<file path="config.mk">
export PLATFORM = sky130hd
export DESIGN_NAME = crc_pkt_buf_ctrl
export DESIGN_NICKNAME = d
export VERILOG_FILES = /design/src/rtl/crc_pkt_buf_ctrl.sv
export SDC_FILE = /design/constraint.sdc
export NUM_CORES = 1
export LEC_CHECK = 0
export CORE_MARGIN = 2
export CORE_UTILIZATION = 50
export CTS_CLUSTER_SIZE = 40
export DETAILED_ROUTE_END_ITERATION = 12
export PLACE_DENSITY = 0.77
export SLEW_MARGIN = 20
export SYNTH_ARGS = -nofsm -noshare
export SYNTH_HDL_FRONTEND = slang
export SYNTH_SLANG_ARGS = --single-unit
</file>
<file path="constraint.sdc">
create_clock -name clk -period 12.6 [get_ports clk]
set_input_delay 2.52 -clock clk [delete_from_list [all_inputs] [get_ports clk]]
set_output_delay 2.52 -clock clk [all_outputs]
set_load 0.02 [all_outputs]
</file>
<file path="src/rtl/crc_pkt_buf_ctrl.sv">
// Packet FIFO controller for the CRC-stage data memory: commits good packets,
// rewinds bad or oversize ones, and streams committed packets downstream.
module crc_pkt_buf_ctrl #(
  parameter int unsigned DWIDTH    = 32,
  parameter int unsigned AWIDTH    = 10,
  parameter int unsigned LF_AWIDTH = 3
) (
  input  logic                 clk,
  input  logic                 rst,
  input  logic                 wr_valid,
  output logic                 wr_ready,
  input  logic [DWIDTH-1:0]    wr_data,
  input  logic                 wr_last,
  input  logic                 wr_drop,
  output logic                 rd_valid,
  input  logic                 rd_ready,
  output logic [DWIDTH-1:0]    rd_data,
  output logic                 rd_last,
  output logic [AWIDTH-1:0]    mem_waddr,
  output logic [DWIDTH-1:0]    mem_wdata,
  output logic                 mem_write,
  output logic [AWIDTH-1:0]    mem_raddr,
  input  logic [DWIDTH-1:0]    mem_rdata,
  output logic [LF_AWIDTH:0]   pkt_count,
  output logic [15:0]          drop_count,
  output logic                 overflow
);

  localparam int unsigned        LF_DEPTH = 2**LF_AWIDTH;
  localparam logic [AWIDTH:0]    DEPTH_P  = {1'b1, {AWIDTH{1'b0}}};
  localparam logic [AWIDTH:0]    PTR_ONE  = {{AWIDTH{1'b0}}, 1'b1};
  localparam logic [LF_AWIDTH:0] LF_FULL  = {1'b1, {LF_AWIDTH{1'b0}}};
  localparam logic [LF_AWIDTH:0] LF_ONE   = {{LF_AWIDTH{1'b0}}, 1'b1};

  typedef enum logic {W_PKT = 1'b0, W_DISCARD = 1'b1} wstate_e;
  typedef enum logic {R_IDLE = 1'b0, R_SEND = 1'b1} rstate_e;

  wstate_e          wstate_q, wstate_d;
  rstate_e          rstate_q, rstate_d;
  logic [AWIDTH:0]  wr_base_q, wr_base_d;
  logic [AWIDTH:0]  wr_cur_q, wr_cur_d;
  logic [AWIDTH:0]  rd_ptr_q, rd_ptr_d;
  logic [AWIDTH:0]  rd_remain_q, rd_remain_d;
  logic [LF_AWIDTH:0] lf_wptr_q, lf_wptr_d;
  logic [LF_AWIDTH:0] lf_rptr_q, lf_rptr_d;
  logic [15:0]      drop_cnt_q, drop_cnt_d;
  logic             rdy_en_q, rdy_en_d;

  logic [AWIDTH:0]  lf_mem [LF_DEPTH];

  logic [AWIDTH:0]    used;
  logic [AWIDTH:0]    pkt_len;
  logic [LF_AWIDTH:0] lf_count;
  logic               full;
  logic               lf_full;
  logic               lf_empty;
  logic               lf_push;
  logic               lf_pop;
  logic               wr_accept;
  logic [15:0]        drop_inc;

  assign used     = wr_cur_q - rd_ptr_q;
  assign full     = (used == DEPTH_P);
  assign pkt_len  = wr_cur_q - wr_base_q;
  assign lf_count = lf_wptr_q - lf_rptr_q;
  assign lf_full  = (lf_count == LF_FULL);
  assign lf_empty = (lf_count == '0);
  assign drop_inc = (drop_cnt_q == '1) ? drop_cnt_q : drop_cnt_q + 16'd1;

  assign mem_waddr  = wr_cur_q[AWIDTH-1:0];
  assign mem_wdata  = wr_data;
  assign mem_raddr  = rd_ptr_q[AWIDTH-1:0];
  assign rd_data    = mem_rdata;
  assign pkt_count  = lf_count;
  assign drop_count = drop_cnt_q;

  // rdy_en_q keeps wr_ready low until the first clock after reset release
  assign rdy_en_d = 1'b1;

  always_comb begin
    wstate_d   = wstate_q;
    wr_base_d  = wr_base_q;
    wr_cur_d   = wr_cur_q;
    drop_cnt_d = drop_cnt_q;
    wr_ready   = 1'b0;
    wr_accept  = 1'b0;
    mem_write  = 1'b0;
    overflow   = 1'b0;
    lf_push    = 1'b0;
    case (wstate_q)
      W_PKT: begin
        wr_ready  = rdy_en_q && !full && !lf_full;
        wr_accept = wr_valid && wr_ready;
        if (full && pkt_len == DEPTH_P) begin
          overflow   = 1'b1;
          wr_cur_d   = wr_base_q;
          drop_cnt_d = drop_inc;
          wstate_d   = W_DISCARD;
        end else if (wr_accept) begin
          if (!wr_last) begin
            mem_write = 1'b1;
            wr_cur_d  = wr_cur_q + PTR_ONE;
          end else if (!wr_drop) begin
            mem_write = 1'b1;
            lf_push   = 1'b1;
            wr_cur_d  = wr_cur_q + PTR_ONE;
            wr_base_d = wr_cur_q + PTR_ONE;
          end else begin
            wr_cur_d   = wr_base_q;
            drop_cnt_d = drop_inc;
          end
        end
      end
      W_DISCARD: begin
        wr_ready  = 1'b1;
        wr_accept = wr_valid;
        if (wr_accept && wr_last) begin
          wstate_d = W_PKT;
        end
      end
    endcase
  end

  always_comb begin
    rstate_d    = rstate_q;
    rd_ptr_d    = rd_ptr_q;
    rd_remain_d = rd_remain_q;
    rd_valid    = 1'b0;
    rd_last     = 1'b0;
    lf_pop      = 1'b0;
    case (rstate_q)
      R_IDLE: begin
        if (!lf_empty) begin
          lf_pop      = 1'b1;
          rd_remain_d = lf_mem[lf_rptr_q[LF_AWIDTH-1:0]];
          rstate_d    = R_SEND;
        end
      end
      R_SEND: begin
        rd_valid = 1'b1;
        rd_last  = (rd_remain_q == PTR_ONE);
        if (rd_ready) begin
          rd_ptr_d    = rd_ptr_q + PTR_ONE;
          rd_remain_d = rd_remain_q - PTR_ONE;
          if (rd_last) begin
            rstate_d = R_IDLE;
          end
        end
      end
    endcase
  end

  always_comb begin
    lf_wptr_d = lf_push ? lf_wptr_q + LF_ONE : lf_wptr_q;
    lf_rptr_d = lf_pop  ? lf_rptr_q + LF_ONE : lf_rptr_q;
  end

  always_ff @(posedge clk) begin
    if (lf_push) begin
      lf_mem[lf_wptr_q[LF_AWIDTH-1:0]] <= pkt_len + PTR_ONE;
    end
  end

  always_ff @(posedge clk or posedge rst) begin
    if (rst) begin
      wstate_q    <= W_PKT;
      rstate_q    <= R_IDLE;
      wr_base_q   <= '0;
      wr_cur_q    <= '0;
      rd_ptr_q    <= '0;
      rd_remain_q <= '0;
      lf_wptr_q   <= '0;
      lf_rptr_q   <= '0;
      drop_cnt_q  <= '0;
      rdy_en_q    <= 1'b0;
    end else begin
      wstate_q    <= wstate_d;
      rstate_q    <= rstate_d;
      wr_base_q   <= wr_base_d;
      wr_cur_q    <= wr_cur_d;
      rd_ptr_q    <= rd_ptr_d;
      rd_remain_q <= rd_remain_d;
      lf_wptr_q   <= lf_wptr_d;
      lf_rptr_q   <= lf_rptr_d;
      drop_cnt_q  <= drop_cnt_d;
      rdy_en_q    <= rdy_en_d;
    end
  end

endmodule

</file>
# --- Word-level counts from Yosys, hierarchy flattened ---
# Memories as Yosys holds them, arrays and structs flattened.
# Index checks and enable logic that the tools add are counted.
# W data, S select, Z words.
word_totals:
  regBits: 71
  mem_bits_rw: 88
  inputBits: 70
  output_inout_bits: 109
  word_cells: 82
  n_memories: 1
op_classes:
  n_addsub: 10
  eq_ne: 7
  n_mux: 35
  bitwise_logic: 3
  reduce_logical: 16
memory_table:
  columns: ["memory", "depth", "word_bits", "rd", "rd_ports_with_merged_regs", "write_ports", "line_no", "rtl"]
  rows:
  - ["lf_mem", 8, 11, 1, 0, 1, "49", "logic [AWIDTH:0] lf_mem [LF_DEPTH];"]
op_table:
  columns: ["cell", "count"]
  rows:
  - ["$mux W16", 5]
  - ["$mux W11", 6]
  - ["$add A11 B1 Y11 const B", 3]
  - ["$eq A11 B11 Y1 const B", 2]
  - ["$pmux W11 S2", 1]
  - ["$sub A11 B11 Y11", 2]
  - ["$mux W1", 20]
  - ["$add A16 B1 Y16 const B", 1]
  - ["$eq A16 B16 Y1 const B", 1]
  - ["$eq A11 B1 Y1 const B", 1]
  - ["$sub A11 B1 Y11 const B", 1]
  - ["$add A4 B1 Y4 const B", 2]
  - ["$reduce_and A4 Y1", 2]
  - ["$pmux W1 S2", 3]
  - ["$reduce_and A2 Y1", 3]
  - ["$reduce_bool A2 Y1", 3]
  - ["$logic_and A1 B1 Y1", 5]
  - ["$eq A4 B4 Y1 const B", 1]
  - ["$logic_not A4 Y1", 1]
  - ["$ne A2 B2 Y1 const B", 2]
  - ["$sub A4 B4 Y4", 1]
  - ["$not A1 Y1", 3]
  - ["$logic_not A1 Y1", 2]

# --- Logic depth before layout (Yosys ltp) ---
# Gate-level depths: netlist (run 1).
depth:
  depth_word: 11
  ltp_mapped: 15
  ltp_nobuf: 13

# --- Worst setup path before layout (run 1) ---
# No wires, ideal clock.
synth_timing:
  path_type: "reg2out"
  from: "register lf_rptr_q[1]"
  to: "output port mem_write"
  t_arrival_ns: 3.460
  required_time_ns: 10.080
  setup_slack_ns: 6.620
  stages_incl_launch_ff: 13
  path_buffers: 2
  cell_sequence: "dfrtp_1 clkbuf_1 clkbuf_1 inv_1 ha_1 nor2b_1 o21ai_0 nand2b_1 xnor2_1 inv_1 a21boi_0 o2111ai_1 nor3_1"
synth_between:
  elab_chain_len: 8
synth_rtl:
  columns: ["element", "line_no", "rtl"]
  rows:
  - ["start, declared", "45", "logic [LF_AWIDTH:0] lf_rptr_q, lf_rptr_d;"]
  - ["start signal, assigned", "184", "lf_rptr_q <= lf_rptr_d;"]
  - ["$sub A4 B4 Y4", "65", "assign lf_count = lf_wptr_q - lf_rptr_q;"]
  - ["net pkt_count[3]", "24", "output logic [LF_AWIDTH:0] pkt_count,"]
  - ["$eq A4 B4 Y1", "66", "assign lf_full = (lf_count == LF_FULL);"]
  - ["$logic_not A1 Y1", "92", "wr_ready = rdy_en_q && !full && !lf_full;"]
  - ["$logic_and A1 B1 Y1", "92", null]
  - ["$logic_and A1 B1 Y1", "93", "wr_accept = wr_valid && wr_ready;"]
  - ["$mux W1", "99", "end else if (wr_accept) begin"]
  - ["$mux W1", "94", "if (full && pkt_len == DEPTH_P) begin"]
  - ["$mux W1", "90", "case (wstate_q)"]
  - ["end, declared", "21", "output logic mem_write,"]
# The timed path passes the listed nets, and every way through them passes these cells.

# --- Final worst setup path (run 1) ---
layout_timing:
  from: "register lf_rptr_q[1]"
  to: "output port mem_write"
layout_between:
  elab_chain_len: 8
layout_rtl:
  columns: ["element", "line_no"]
  rows:
  - ["$sub A4 B4 Y4", "65"]
  - ["$eq A4 B4 Y1", "66"]
  - ["$logic_not A1 Y1", "92"]
  - ["$logic_and A1 B1 Y1", "92"]
  - ["$logic_and A1 B1 Y1", "93"]
  - ["$mux W1", "99"]
  - ["$mux W1", "94"]
  - ["$mux W1", "90"]
# Every way passes these cells.

==> results.json, run 1 <==
{
  "status": "finished, final reports clean",
  "power_density_nw_per_um2": 287,
  "dieArea_um2": 19600,
  "fin_cells": 1031,
  "critPathTopFamily": "compound AO/OA/AOI/OAI gates",
  "setup_ws_ps": 5300,
  "routabilityCongestion": 0.874,
  "use_met2_pct": 33.2,
  "first_iter_violations": 425,
  "cts.sinks": 159,
  "crit_path_cell_trace": "inv_1, ha_1, nor2b_1, o21ai_0, nand2b_1, xnor2_1, inv_1, a21boi_0, o2111ai_1, nor3_1, clkdlybuf4s50_1",
  "cts.repair.resized": 0,
  "hp-start": "rd_ptr_q[6]",
  "drt.antenna.violating_nets": 0,
  "die_y_um": 140,
  "post_drt_wl_per_cell_um": 19.4,
  "min_period_ps": 7300,
  "synth_common_cells": "88 x buf_4, 88 x edfxtp_1, 71 x dfrtp_1",
  "synth_edf_count": 88,
  "drc_errors": 0,
  "grt_pass1_vias": 6017,
  "ys_seq_area_share_pct": 47.9,
  "required_ps": 10080,
  "power_leakage_nw": 3.78,
  "top_usage_layer": "met2",
  "dpl_worst_slack_ps": 5760,
  "syn_inst": 825,
  "final_nets": 893,
  "rsz0062_at_grt": "false",
  "grt_overflow": 0,
  "cts_tree": "built",
  "viasPerCell": 6.01,
  "dp_hpwl_um": 13900,
  "fill_cells": 1503,
  "antenna_found_initial": 0,
  "std_cell_rows": 49,
  "grt.met1_usage_pct": 28.5,
  "end_kind": "output port",
  "finalCritPeriodShare_pct": 57.9,
  "drive_above_1_share_pct": 9.85,
  "hold_viol": 0,
  "clock_path_buffers": 2,
  "relSlewSlack_pct": 21.3,
  "switchingPower_w": 0.00117,
  "synth_area_leaders": "edfxtp_1 29%, dfrtp_1 19%, buf_4 7.2%",
  "slowest_delay_ps": 920,
  "insertion_delay_ps": 440,
  "avgSynthCellArea_um2": 11.2,
  "drv_cap": 0,
  "clk_transition_reported_paths_ps": 70,
  "power_w": 0.00285,
  "setup_viol": 0,
  "hold_buffers": 0,
  "finalMaxSlewViolations": 0,
  "start_util_pct": 51.2,
  "crit_type": "reg -> out",
  "crit_fanout": 21,
  "dp_cells": 999,
  "portBuffers": 50,
  "synth_cell_types": 77,
  "post_cts_buffers": 0,
  "synth_top_area_share_pct": 28.6,
  "startpoint_type": "flop",
  "routed_wl_um": 20000,
  "die_w_um": 140,
  "worstMarginPinSlew_ps": 1180,
  "io_pins": 179,
  "crit_buf_inv": 3,
  "swShare_pct": 41.3,
  "final_util_pct": 55.1,
  "p_seq_share_pct": 34.1,
  "synth-main-ff-cell": "edfxtp_1",
  "cts_buffers": 17,
  "first_pass_iters": 5,
  "synthArstFlopShare_pct": 44.7,
  "crit_slowest_cell": "dfrtp_1",
  "finalClockSkew_ps": 11.9,
  "num_vias": 6195,
  "hold_class": "reg -> reg",
  "syn_to_final_growth_pct": 7.55,
  "yosysWarnings": 0,
  "worstPathArrival_ps": 4780,
  "ys_ff_latch": 159,
  "syn-num-nets": 929,
  "crit_start": "lf_rptr_q[1]",
  "worst_r2r_startpoint": "lf_rptr_q[1]",
  "yosysTopAreaCell": "edfxtp_1",
  "crit_path_frequent_cell": "inv_1",
  "grt_pass1_wl_um": 32200,
  "met3_usage_pct": 4.82,
  "netlist_area_um2": 9230,
  "clockPowerShare_pct": 18.2,
  "core-area_um2": 18000,
  "ir_drop_mv": 0.201,
  "grt_start_max_net_pins": 72,
  "p_comb_share_pct": 47.6,
  "antenna_cells": 0,
  "track_usage_pct": 21.0,
  "final.setup.tns_ps": 0,
  "intPower_w": 0.00167,
  "max_clock_freq_ghz": 0.137,
  "cts_root_buf": "clkbuf_16",
  "htree_levels": 4
}
## flip-flops by register name, indices dropped and copies added (netlist names)
signal	cells
wstate_q	1
wr_cur_q	11
rdy_en_q	1
rd_ptr_q	11
rstate_q	1
drop_count	16
lf_mem	88
lf_rptr_q	4
lf_wptr_q	4
rd_remain_q	11
wr_base_q	11
## through the flow
stage          instance area [um2]  hold slack, ps
3_3_place_gp                  9340             481
4_1_cts                       9930             498
5_1_grt                       9930             520
3_5_place_dp                  9340             485
6_report                      9930             493
2_1_floorplan                 9230             464
## area by class of cell
cell class / instances / area [um2] / share of cell area (%)
sequential: 159 / 4420 / 44.5
clock buffer: 17 / 425 / 4.28
clock inverter: 15 / 166 / 1.68
timing repair buffer: 61 / 583 / 5.87
multi-input combinational: 510 / 3900 / 39.3
inverter: 40 / 150 / 1.51
tap: 229 / 287 / 2.89
## per-layer routing
| metal | wire length [um] | share of wire (%) |
|---|---|---|
| met1 | 8770 | 44 |
| met4 | 444 | 2.2 |
| met2 | 9340 | 47 |
| met5 | 0 | 0 |
| met3 | 1430 | 7.1 |
## cell usage in the layout (no fill, tap or decap), types with 4 or more instances in the layout
cell / synthesis / final
a21o_1: 12 / 12
a21oi_1: 18 / 18
a22o_1: 6 / 6
a32o_1: 5 / 5
and2_1: 6 / 6
and3_1: 22 / 22
buf_4: 88 / 11
clkbuf_16: 0 / 17
clkdlybuf4s50_1: 0 / 50
dfrtp_1: 71 / 71
edfxtp_1: 88 / 88
ha_1: 32 / 32
inv_1: 38 / 37
inv_6: 0 / 4
inv_8: 0 / 6
mux2i_1: 5 / 5
mux4_2: 22 / 22
nand2_1: 48 / 48
nand2b_1: 5 / 5
nand3_1: 29 / 29
nand4_1: 6 / 6
nor2_1: 39 / 39
nor2b_1: 6 / 6
nor3_1: 16 / 16
nor4_1: 7 / 6
o2111a_1: 4 / 4
o2111ai_1: 7 / 7
o211ai_1: 13 / 13
o21ai_0: 39 / 39
o21ai_1: 13 / 13
o22ai_1: 7 / 7
o32ai_1: 10 / 10
or3_1: 6 / 6
xnor2_1: 50 / 50
xor2_1: 11 / 11
## cells by family (layout without fill, tap and decap cells)
group	after synthesis	count (layout)	synth area share, %
AND/OR/NAND/NOR	212	212	12.1
AO/OA/AOI/OAI	171	171	13.1
adder cells (fa/ha/maj)	34	34	4.77
multiplexers	31	31	6.40
flip-flops	159	159	47.9
other	1	1	0.0406
XOR/XNOR	61	61	5.79
buffers and inverters	156	133	9.98
## power groups by stage
stage | logic [W] | clock network (W) | registers [W]
6_report | 0.00136 | 0.000519 | 0.000972
5_1_grt | 0.00151 | 0.000546 | 0.000987
4_1_cts | 0.00136 | 0.000526 | 0.000970
3_5_place_dp | 0.00135 | 0 | 0.000980
3_3_place_gp | 0.00133 | 0 | 0.000976
2_1_floorplan | 0.00107 | 0 | 0.000932
## worst reg2reg max path, delay by kind of cell, from the launching register on
family / cells / cell delay, ps
flip-flops: 1 / 920
AND/OR/NAND/NOR: 4 / 1230
AO/OA/AOI/OAI: 3 / 1260
buffers and inverters: 2 / 370
adder cells (fa/ha/maj): 1 / 340
XOR/XNOR: 1 / 280
## path summary, 6_finish.rpt
| path | to | cells after the start | slack [ps] |
|---|---|---|---|
| max in group asynchronous | rd_ptr_q[7] | 3 | 9290 |
| worst min register to register | rd_ptr_q[6] | 1 | 490 |
| worst min-delay path | rd_ptr_q[6] | 1 | 490 |
| worst max register to register | lf_mem[3][1] | 11 | 7810 |
| worst max-delay path | mem_write | 11 | 5300 |
| min in group asynchronous | wr_base_q[9] | 3 | 2700 |
Power figures use the tool's default switching activity.
==> inputs of run 2 (changes only) <==
==> constraint.sdc (replaced) <==
create_clock -name clk -period 7.15 [get_ports clk]
set_input_delay 1.43 -clock clk [delete_from_list [all_inputs] [get_ports clk]]
set_output_delay 1.43 -clock clk [all_outputs]
set_load 0.02 [all_outputs]
==> results.json, run 2 (synthesis gave the netlist of run 1 again) <==
{
  "crit_slowest_cell": "clkdlybuf4s50_1",
  "start_util_pct": 51.2,
  "cts_tree": "built",
  "htree_levels": 4,
  "max_clock_freq_ghz": 0.175,
  "antenna_cells": 0,
  "crit_path_cell_trace": "inv_1, ha_1, and2b_1, o211ai_1, a221o_1, a2111o_1, a311o_1, or2_2, nor4_1, clkdlybuf4s50_1",
  "hold_class": "reg -> reg",
  "clk_transition_reported_paths_ps": 70,
  "required_ps": 5720,
  "num_vias": 6311,
  "grt_pass1_wl_um": 33700,
  "first_iter_violations": 619,
  "grt.met1_usage_pct": 30.0,
  "crit_fanout": 11,
  "drt.antenna.violating_nets": 0,
  "status": "finished, final reports clean",
  "clock_path_buffers": 2,
  "largest_register_ffs": 88,
  "viasPerCell": 6.11,
  "routabilityCongestion": 0.856,
  "core-area_um2": 18000,
  "dieArea_um2": 19600,
  "first_pass_iters": 5,
  "cts.repair.resized": 0,
  "final_cell_mix": "88 x edfxtp_1, 71 x dfrtp_1, 50 x xnor2_1, 50 x clkdlybuf4s50_1, 48 x nand2_1",
  "fill_cells": 1505,
  "routed_wl_um": 20700,
  "portBuffers": 50,
  "swShare_pct": 41.7,
  "die_y_um": 140,
  "syn_to_final_growth_pct": 8.01,
  "worstMarginPinSlew_ps": 939,
  "drc_errors": 0,
  "grt_start_max_net_pins": 72,
  "final_nets": 895,
  "use_met2_pct": 34.9,
  "p_seq_share_pct": 33.3,
  "finalMaxSlewViolations": 0,
  "intPower_w": 0.00296,
  "holdWs_ps": 496,
  "switchingPower_w": 0.00212,
  "final.setup.tns_ps": 0,
  "slowest_delay_ps": 690,
  "grt_pass1_vias": 6060,
  "finalCritPeriodShare_pct": 79.9,
  "ir_drop_mv": 0.339,
  "dp_hpwl_um": 14200,
  "track_usage_pct": 21.9,
  "cts.sinks": 159,
  "die_w_um": 140,
  "finalClockSkew_ps": 15.2,
  "end_kind": "output port",
  "post_drt_wl_per_cell_um": 20.1,
  "hold_buffers": 0,
  "crit_type": "reg -> out",
  "io_pins": 179,
  "hold_viol": 0,
  "drive_above_1_share_pct": 10.2,
  "startpoint_type": "flop",
  "p_comb_share_pct": 48.4,
  "std_cell_rows": 49,
  "layout_commonest_cell": "edfxtp_1",
  "antenna_found_initial": 0,
  "met3_usage_pct": 5.06,
  "rsz0062_at_grt": "false",
  "insertion_delay_ps": 440,
  "cts_root_buf": "clkbuf_16",
  "grt_overflow": 0,
  "top_usage_layer": "met2",
  "post_cts_buffers": 0,
  "relSlewSlack_pct": 37.4,
  "setup_viol": 0,
  "drv_cap": 0,
  "power_leakage_nw": 3.80,
  "worstPathArrival_ps": 4280,
  "min_period_ps": 5710,
  "clockPowerShare_pct": 18.3,
  "power_density_nw_per_um2": 509,
  "cts_buffers": 17
}
-- run 2: cell count changes in the layout (fill, tap and decap cells not counted) --
cell,before,now
clkinv_8,1,5
clkinv_1,2,1
inv_8,6,3
buf_4,11,13
-- run 2: power groups by stage --
stage	Combinational [W]	Clock (W)	Sequential (W)
3_5_place_dp	0.00243	0	0.00170
4_1_cts	0.00245	0.000945	0.00169
3_3_place_gp	0.00239	0	0.00169
5_1_grt	0.00273	0.000979	0.00172
2_1_floorplan	0.00188	0	0.00164
6_report	0.00246	0.000931	0.00169
-- run 2: worst paths after layout --
| path | end | cells after the start | startpoint | slack, ps |
|---|---|---|---|---|
| max reg2reg | lf_mem[7][3] | 9 | wr_cur_q[3] | 2690 |
| min | drop_count[14] | 1 | drop_count[14] | 500 |
| min in group asynchronous | wr_base_q[6] | 3 | rst | 1580 |
| max | overflow | 10 | wr_cur_q[0] | 1440 |
| max in group asynchronous | rd_ptr_q[2] | 3 | rst | 4940 |
| min reg2reg | drop_count[14] | 1 | drop_count[14] | 500 |
-- run 2: metrics by stage --
step | instance area (um2) | util [%] | instances | power (W) | setup WS, ps
floorplan | 9230 | - | 825 | 0.00352 | 2260
global placement | 9350 | 51.9 | 1001 | 0.00408 | 2040
detailed placement | 9350 | 51.9 | 1001 | 0.00413 | 1940
CTS | 9970 | 55.3 | 1033 | 0.00508 | 1440
global route | 9970 | 55.3 | 1033 | 0.00543 | 1190
finish | 9970 | 55.3 | 1033 | 0.00508 | 1440
-- run 2: worst max-delay path, delay by kind of cell, from the launching register on --
kind            cells  cell delay (ps)
compound gates      4             1430
fa+ha+maj           1              260
buf+inv             2              860
flops               1              440
simple gates        3              870
-- run 2: cell type report --
type | instances | area [um2] | share of cell area, %
multi-input combinational | 510 | 3900 | 39.1
clock inverter | 15 | 194 | 1.95
tap | 229 | 287 | 2.87
inverter | 40 | 150 | 1.51
sequential | 159 | 4420 | 44.3
timing repair buffer | 63 | 598 | 6.00
clock buffer | 17 | 425 | 4.27
-- run 2: metal layers --
layer | vias to the layer above | share of wire, %
met2 | 232 | 48
met5 | - | 0
met4 | 0 | 1.9
li1 | 2926 | -
met3 | 50 | 6.8
met1 | 3103 | 43
